### src/rtl/scanline_pingpong_buffer.sv
// Double-buffered scanline store: the TIA fills one bank while VGA reads the other,
// with horizontal pixel upscale, vertical line repeat and tear-free bank swaps.
module scanline_pingpong_buffer #(
  parameter int                DATA_W      = 7,
  parameter int                DEPTH       = 160,
  parameter int                XPOS_W      = 8,
  parameter int                HPOS_W      = 10,
  parameter int                SCALE_SHIFT = 2,
  parameter int                H_OFFSET    = 0,
  parameter int                LINE_REPEAT = 2,
  parameter logic [DATA_W-1:0] BORDER      = '0
) (
  input  logic              clk,
  input  logic              reset,
  input  logic              wr_en,
  input  logic [XPOS_W-1:0] wr_xpos,
  input  logic [DATA_W-1:0] wr_data,
  input  logic              wr_line_done,
  input  logic [HPOS_W-1:0] rd_hpos,
  input  logic              rd_line_start,
  input  logic              display_on,
  output logic [DATA_W-1:0] pix_out,
  output logic              pix_valid,
  output logic              rd_bank,
  output logic              overrun,
  output logic              underrun,
  input  logic              flag_clr
);

  localparam int AW = $clog2(DEPTH);

  logic [DATA_W-1:0] mem_q [2][DEPTH];

  logic              wr_bank_q, wr_bank_d;
  logic              rd_bank_q, rd_bank_d;
  logic              pending_q, pending_d;
  logic              overrun_q, overrun_d;
  logic              underrun_q, underrun_d;
  logic [3:0]        rep_cnt_q, rep_cnt_d;
  logic [DATA_W-1:0] pix_q;
  logic              pix_valid_q;

  logic              rep_last, data_rdy, swap, ov_evt, un_evt;
  logic              wr_ok, active, rd_sel;
  logic [AW-1:0]     wr_addr, rd_addr;
  logic [HPOS_W:0]   hdiff;
  logic [HPOS_W-1:0] idx;

  assign rep_last = (rep_cnt_q == 4'(LINE_REPEAT - 1));
  assign data_rdy = pending_q | wr_line_done;
  assign swap     = rd_line_start & rep_last & data_rdy;
  // A newer completed line landing on an unconsumed one is an overrun, swap or not.
  assign ov_evt   = wr_line_done & pending_q;
  assign un_evt   = rd_line_start & rep_last & ~data_rdy;

  always_comb begin
    wr_bank_d  = wr_bank_q ^ swap;
    rd_bank_d  = rd_bank_q ^ swap;
    rep_cnt_d  = rep_cnt_q;
    if (rd_line_start) rep_cnt_d = rep_last ? 4'd0 : rep_cnt_q + 4'd1;
    pending_d  = swap ? 1'b0 : (wr_line_done | pending_q);
    overrun_d  = ov_evt | (overrun_q & ~flag_clr);
    underrun_d = un_evt | (underrun_q & ~flag_clr);
  end

  // Offset subtraction carries an extra bit so columns left of H_OFFSET go negative.
  assign hdiff   = {1'b0, rd_hpos} - (HPOS_W + 1)'(H_OFFSET);
  assign idx     = hdiff[HPOS_W-1:0] >> SCALE_SHIFT;
  assign active  = display_on & ~hdiff[HPOS_W] & (32'(idx) < 32'(DEPTH));
  assign rd_addr = AW'(idx);
  assign rd_sel  = rd_bank_q ^ swap;

  assign wr_ok   = 32'(wr_xpos) < 32'(DEPTH);
  assign wr_addr = AW'(wr_xpos);

  always_ff @(posedge clk) begin
    if (wr_en && wr_ok) mem_q[wr_bank_q][wr_addr] <= wr_data;
  end

  always_ff @(posedge clk) begin
    if (reset) begin
      wr_bank_q   <= 1'b0;
      rd_bank_q   <= 1'b1;
      rep_cnt_q   <= 4'd0;
      pending_q   <= 1'b0;
      overrun_q   <= 1'b0;
      underrun_q  <= 1'b0;
      pix_q       <= BORDER;
      pix_valid_q <= 1'b0;
    end else begin
      wr_bank_q   <= wr_bank_d;
      rd_bank_q   <= rd_bank_d;
      rep_cnt_q   <= rep_cnt_d;
      pending_q   <= pending_d;
      overrun_q   <= overrun_d;
      underrun_q  <= underrun_d;
      pix_q       <= active ? mem_q[rd_sel][rd_addr] : BORDER;
      pix_valid_q <= active;
    end
  end

  assign pix_out   = pix_q;
  assign pix_valid = pix_valid_q;
  assign rd_bank   = rd_bank_q;
  assign overrun   = overrun_q;
  assign underrun  = underrun_q;

endmodule

### config.mk
export PLATFORM = sky130hd
export DESIGN_NAME = scanline_pingpong_buffer
export DESIGN_NICKNAME = d
export VERILOG_FILES = /design/src/rtl/scanline_pingpong_buffer.sv
export SDC_FILE = /design/constraint.sdc
export NUM_CORES = 2
export LEC_CHECK = 0
export ABC_AREA = 1
export BUFFER_PORTS_ARGS = -buffer_cell sky130_fd_sc_hd__buf_2
export CORE_MARGIN = 2
export CORE_UTILIZATION = 50
export DETAILED_ROUTE_END_ITERATION = 10
export HOLD_SLACK_MARGIN = 0.15
export PLACE_DENSITY_LB_ADDON = 0.1
export REMOVE_ABC_BUFFERS = 1
export SYNTH_ARGS = -nofsm -noshare
export SYNTH_HDL_FRONTEND = slang
export SYNTH_SLANG_ARGS = --single-unit
export TNS_END_PERCENT = 30
### constraint.sdc
create_clock -name clk -period 2 [get_ports clk]
set_clock_uncertainty 0.1 [all_clocks]
set_input_delay 0.2 -clock clk [delete_from_list [all_inputs] [get_ports clk]]
set_output_delay 0.2 -clock clk [all_outputs]
set_load 0.02 [all_outputs]
### Yosys cells after proc, flatten, opt, wreduce, memory -nomap -nowiden

Memories as Yosys holds them, arrays and structs flattened.
Cells that the tools add are included.

| storage, ports and cells | value |
|---|---|
| flip-flop bits (word level) | 17 |
| logic and storage cells | 45 |
| latch bits | 0 |
| bits in read-only memories | 0 |
| memory bits (writable) | 2,240 |
| memories kept | 1 |

Memory list:

| memory | depth | bits a word | rd ports | clocked after Yosys merged registers in | wr ports | line | RTL |
|---|---|---|---|---|---|---|---|
| mem_q | 2 | 1,120 | 1 | 0 | 1 | 32 | `logic [DATA_W-1:0] mem_q [2][DEPTH];` |

| cells by class | value |
|---|---|
| shift operators | 0 |
| reductions and logical operators | 4 |
| bitwise operators | 17 |
| multiplexer cells | 8 |
| order comparisons | 5 |
| multipliers | 0 |
| add/sub/neg operators | 1 |
| divide/modulo/power cells | 0 |
| equality and inequality tests | 1 |

Operator list:

| cell | count |
|---|---|
| 1120-bit 2-to-1 mux | 1 |
| 7-bit binary-select mux with 8-bit select | 1 |
| 7-bit demux with 8-bit select | 1 |
| 7-bit 2-to-1 mux | 3 |
| 9-bit greater-or-equal comparator (second input constant) | 2 |
| 8-bit inverter with 9-bit output | 2 |
| 8-bit < comparator (second input constant) | 2 |
| 9-bit by 1-bit < comparator with 1-bit output (second input constant) | 1 |
| 1-bit AND | 7 |
| 4-bit by 1-bit adder with 4-bit output (second input constant) | 1 |
| 4-bit by 1-bit equality test with 1-bit output (second input constant) | 1 |
| 4-bit 2-to-1 mux | 1 |
| 2-bit OR reduction | 2 |
| 1-bit inverter | 3 |
| 1-bit OR | 3 |
| 1-bit logical AND | 2 |
| 1-bit XOR | 2 |
| 1-bit 2-to-1 mux | 1 |

### Depth between registers and ports, before layout

An unclocked memory read counts as a cell.

| logic depth | value |
|---|---|
| word-level depth | 8 |
| gate-level depth with buffers | 21 |

### Worst setup path before layout

Ideal clock, no wire load.

| timing path | value |
|---|---|
| kind | register -> register |
| start | register rep_cnt_q[0] |
| end | register pix_q[1] (netlist: pix_out[1]) |
| arrival | 1.972 ns |
| setup slack | -0.193 ns |
| library setup time | 0.121 ns |
| required time | 1.779 ns |
| path buffers | 3 |
| stages on the path, launching flop included | 19 |
| cell sequence | dfxtp_1 -> nand2_2 -> nor2_4 -> nand3_2 -> nand2_2 -> nand2_1 -> buf_6 -> buf_2 -> buf_2 -> o211ai_1 -> nand3_1 -> nand3_1 -> nand3_1 -> nand3_1 -> nand3_1 -> nand3_1 -> nand2_1 -> nand2_1 -> a21oi_1 |

| between the ends | value |
|---|---|
| longest elaborated chain between the ends | 8 |

Ends and longest elaborated chain:

| element | line | RTL |
|---|---|---|
| start: declaration | 39 | `logic [3:0] rep_cnt_q, rep_cnt_d;` |
| start signal: assignment | 93 | `rep_cnt_q <= rep_cnt_d;` |
| 4-bit by 1-bit equality test with 1-bit output | 49 | `assign rep_last = (rep_cnt_q == 4'(LINE_REPEAT - 1));` |
| 1-bit AND (2 in a row) | 51 | `assign swap = rd_line_start & rep_last & data_rdy;` |
| 1-bit XOR | 71 | `assign rd_sel = rd_bank_q ^ swap;` |
| memory 2 x 1120 bit | - |  |
| 7-bit binary-select mux with 8-bit select | 97 | `pix_q <= active ? mem_q[rd_sel][rd_addr] : BORDER;` |
| 7-bit 2-to-1 mux (not written as such) (2 in a row) | 97 |  |
| end signal: assignment | 97 |  |
| end: declaration | 40 | `logic [DATA_W-1:0] pix_q;` |

No other way between the ends. The select of a mux whose other input is x is not followed.
A chain may end at the register's enable or synchronous reset.

### Worst setup path after layout

| timing path | value |
|---|---|
| start | register rep_cnt_q[0] |
| end | register pix_q[5] (netlist: pix_out[5]) |

Same word-level chain as after synthesis.

==> results.sh <==
export IMPL_std_cell_rows=160
export IMPL_tightest_slew_ns=0.611
export IMPL_grt_total_usage_pct=29.1
export IMPL_cts_buffers=227
export IMPL_hold_depth=7
export IMPL_report_final_slew_viol_count=0
export IMPL_wl_per_cell_um=24.0
export IMPL_place_gp_congestion=0.936
export IMPL_dp_hpwl_mm=182
export IMPL_ff_latch_area_um2=67600
export IMPL_crit_buf_inv=4
export IMPL_drive_above_1_share_pct=16.2
export IMPL_path_clk_slew_ns=0.06
export IMPL_core_um2=190000
export IMPL_cts_max_path_buffers=3
export IMPL_ys_flop_type="edfxtp_1"
export IMPL_grt_pass1_vias=65900
export IMPL_synth_warnings=0
export IMPL_clock_latency_ns=0.86
export IMPL_worstSetupStartpointType="register"
export IMPL_critPathLaunch="rep_cnt_q[0]"
export IMPL_grt_max_degree=71
export IMPL_r2r_start="rep_cnt_q[0]"
export IMPL_placedCellCount=11600
export IMPL_synth_seq_area_share_pct=70.5
export IMPL_worstPathRequired_ns=2.70
export IMPL_violations="setup timing"
export IMPL_drt_iter0_drc=7823
export IMPL_hold_path_class="in2reg"
export IMPL_slowest_stage="dfxtp_2"
export IMPL_start_util_pct=50.3
export IMPL_final_cells=12100
export IMPL_grt_setup_unrepaired="yes"
export IMPL_cts_root_buf="clkbuf_16"
export IMPL_ys_ff_latch=2257
export IMPL_cap_violations=0
export IMPL_power_density_nw_per_um2=893
export IMPL_status="finished with violations"
export IMPL_hold_end="mem_q[1][807]"
export IMPL_antenna_found_initial=12
export IMPL_vias=68300
export IMPL_p_leak_nw=45.6
export IMPL_irDropWorstVdd_mv=0.759
export IMPL_io_buffers=40
export IMPL_clock_sinks=2257
export IMPL_wirelength_mm=291
export IMPL_dieArea_um2=195000
export IMPL_drtPass1Iterations=8
export IMPL_place_ws_ns=-1.48
export IMPL_crit_top_cell="nand3_1"
export IMPL_drt_antenna_violating_nets=0
export IMPL_max_freq_mhz=329
export IMPL_die_x_um=442
export IMPL_viasPerCell=5.64
export IMPL_path_max_fanout=16
export IMPL_layout_nets=9453
export IMPL_nFillCells=15000
export IMPL_drc=0
export IMPL_fin_crit_sh_pct=152
export IMPL_grt_overflow_total=0
export IMPL_r2r_end="pix_out[5]"
export IMPL_io_pins=43
export IMPL_syn_inst=8729
export IMPL_synth_edf_count=2240
export IMPL_critical_path_class="reg2reg"
export IMPL_grt_pass1_wl_mm=427
export IMPL_min_from="wr_xpos[1]"
export IMPL_multiInputGateArea_um2=23400
export IMPL_synthesis_area_um2=95800
export IMPL_synth_top_area_share_pct=70.2
export IMPL_netlist_cell_type_count=25
export IMPL_h_tree_depth=4
export IMPL_worstSetupEndpointType="register"
export IMPL_syn_avg_cell_area_um2=11.0
export IMPL_setup_slack_ns=-1.04
export IMPL_rrSetupSlack_ns=-1.04
export IMPL_hold_viol_final=0
export IMPL_tritoncts="built"
export IMPL_worst_r2r_cell_count=16
export IMPL_synth_top_cell_by_area="edfxtp_1"
export IMPL_synthTopCellsByArea="edfxtp_1 (70%), nand3_1 (11%), nand2_1 (9.5%)"
export IMPL_synthArstFlopShare_pct=0
export IMPL_cp_top_family="simple AND/OR/NAND/NOR gates"
export IMPL_setup_viol=7
export IMPL_max_stage_delay_ns=0.35
export IMPL_worstPathCellList="nand2_4 > nor2_4 > nand4_1 > nand2_4 > buf_12 > buf_12 > buf_16 > buf_12 > nand2_1 > nand3_1 > nand3_1 > nand3_1 > nand3_1 > nand3_2 > nand3_2 > a21oi_1"
export IMPL_arrival_ns=3.74
export IMPL_die_height_um=442
export IMPL_layout_min_cycle_time_ns=3.04
export IMPL_area_delta_synth_final_pct=21.3
export IMPL_relSlewSlack_pct=59.2
[layout by cell type, fill, tap and decap left out, drive strengths merged]
cell type       n
a21oi          12
buf          1008
bufbuf          6
bufinv         19
clkbuf        317
clkinv         92
clkinvlp        3
dfxtp          17
diode           2
dlygate4sd3    30
edfxtp       2240
inv           895
nand2        2431
nand3        2068
nand3b         68
nand4           6
nor2           25
nor3          324
o211ai         42
o21ai           6
or2             1
[power by group]
part           total [mW]  internal [mW]  switching [mW]
combinational        9.97           3.48            6.49
sequential           52.0           52.0          0.0253
clock                41.9           23.8            18.0
total                 104           79.3            24.6
[what timing repair did]
item                                    4_1_cts  5_1_grt
hold endpoints to repair                   2994        0
hold buffers                                 30        0
gates resized for setup                     120      185
pin swaps                                     9       25
setup buffers                                17       23
endpoints found under the setup margin        8        7
gates cloned                                 13       18
[synthesized netlist by cell type (2+ instances only)]
cell / count
nand2_1: 2428
edfxtp_1: 2240
nand3_1: 2067
inv_1: 887
nor3_1: 324
clkbuf_1: 222
buf_2: 193
buf_1: 131
nand3b_1: 68
buf_4: 42
o211ai_1: 42
nor2_1: 23
dfxtp_1: 17
a21oi_1: 12
buf_6: 8
o21ai_0: 6
nand4_1: 5
clkinv_1: 4
nand2_2: 3
inv_2: 2
[stage by stage]
stage                     utilization [%]  power [mW]  hold slack (ns)  setup TNS, ns  instance area (um2)
after detailed placement             55.6        61.7            0.404        -353.80               106000
final                                61.1         104            0.218          -6.89               116000
after global routing                 61.1         107            0.213          -7.50               116000
after global placement               55.6        61.7            0.408        -296.83               106000
after CTS                            60.2         104            0.155          -6.83               115000
after floorplan                         -        58.8            0.169       -7688.40                93100
[layout make-up]
cell class | count | area share [%]
well taps | 2511 | 2.70
multi-input cells | 4983 | 20.1
clock inverters | 116 | 0.966
clock buffers | 302 | 5.26
inverters | 893 | 2.91
diodes | 2 | 0.00430
flip-flops and latches | 2257 | 58.2
repair buffers | 1059 | 9.89
[layer usage]
| metal | wire [um] | vias to the layer above | global-route usage, % |
|---|---|---|---|
| met5 | 13 | - | 0 |
| met3 | 22400 | 562 | 3.99 |
| li1 | - | 31300 | - |
| met4 | 11900 | 2 | 11.9 |
| met1 | 119000 | 33400 | 40.0 |
| met2 | 138000 | 3034 | 47.1 |
[how the worst max path moves through the flow]
stage               depth (start not counted)          to
finish                                     16  pix_out[5]
floorplan                                  14  pix_out[1]
global route                               22  pix_out[3]
global placement                           19  pix_out[0]
CTS                                        16  pix_out[1]
detailed placement                         19  pix_out[0]
[worst register-to-register path, delay by kind of cell, from the launching register on]
family,cells,cell delay [ns]
AOI/OAI and AO/OA,1,0.19
buffers and inverters,4,0.74
DFF,1,0.35
and+or+nand+nor,11,1.60
[sequential cells by signal, indices dropped and copies added (netlist names)]
signal	cells
underrun	1
rd_bank	1
pending_q	1
wr_bank_q	1
pix_valid	1
overrun	1
pix_out	7
mem_q	2240
rep_cnt_q	4
[kinds of logic after synthesis]
logic type             after synthesis  synth area share (%)
AO/OA/AOI/OAI                       60                 0.423
AND/OR/NAND/NOR                   4923                  22.7
buffers and inverters             1489                  6.31
flip-flops                        2257                  70.5
Power figures use the tool's default switching activity.
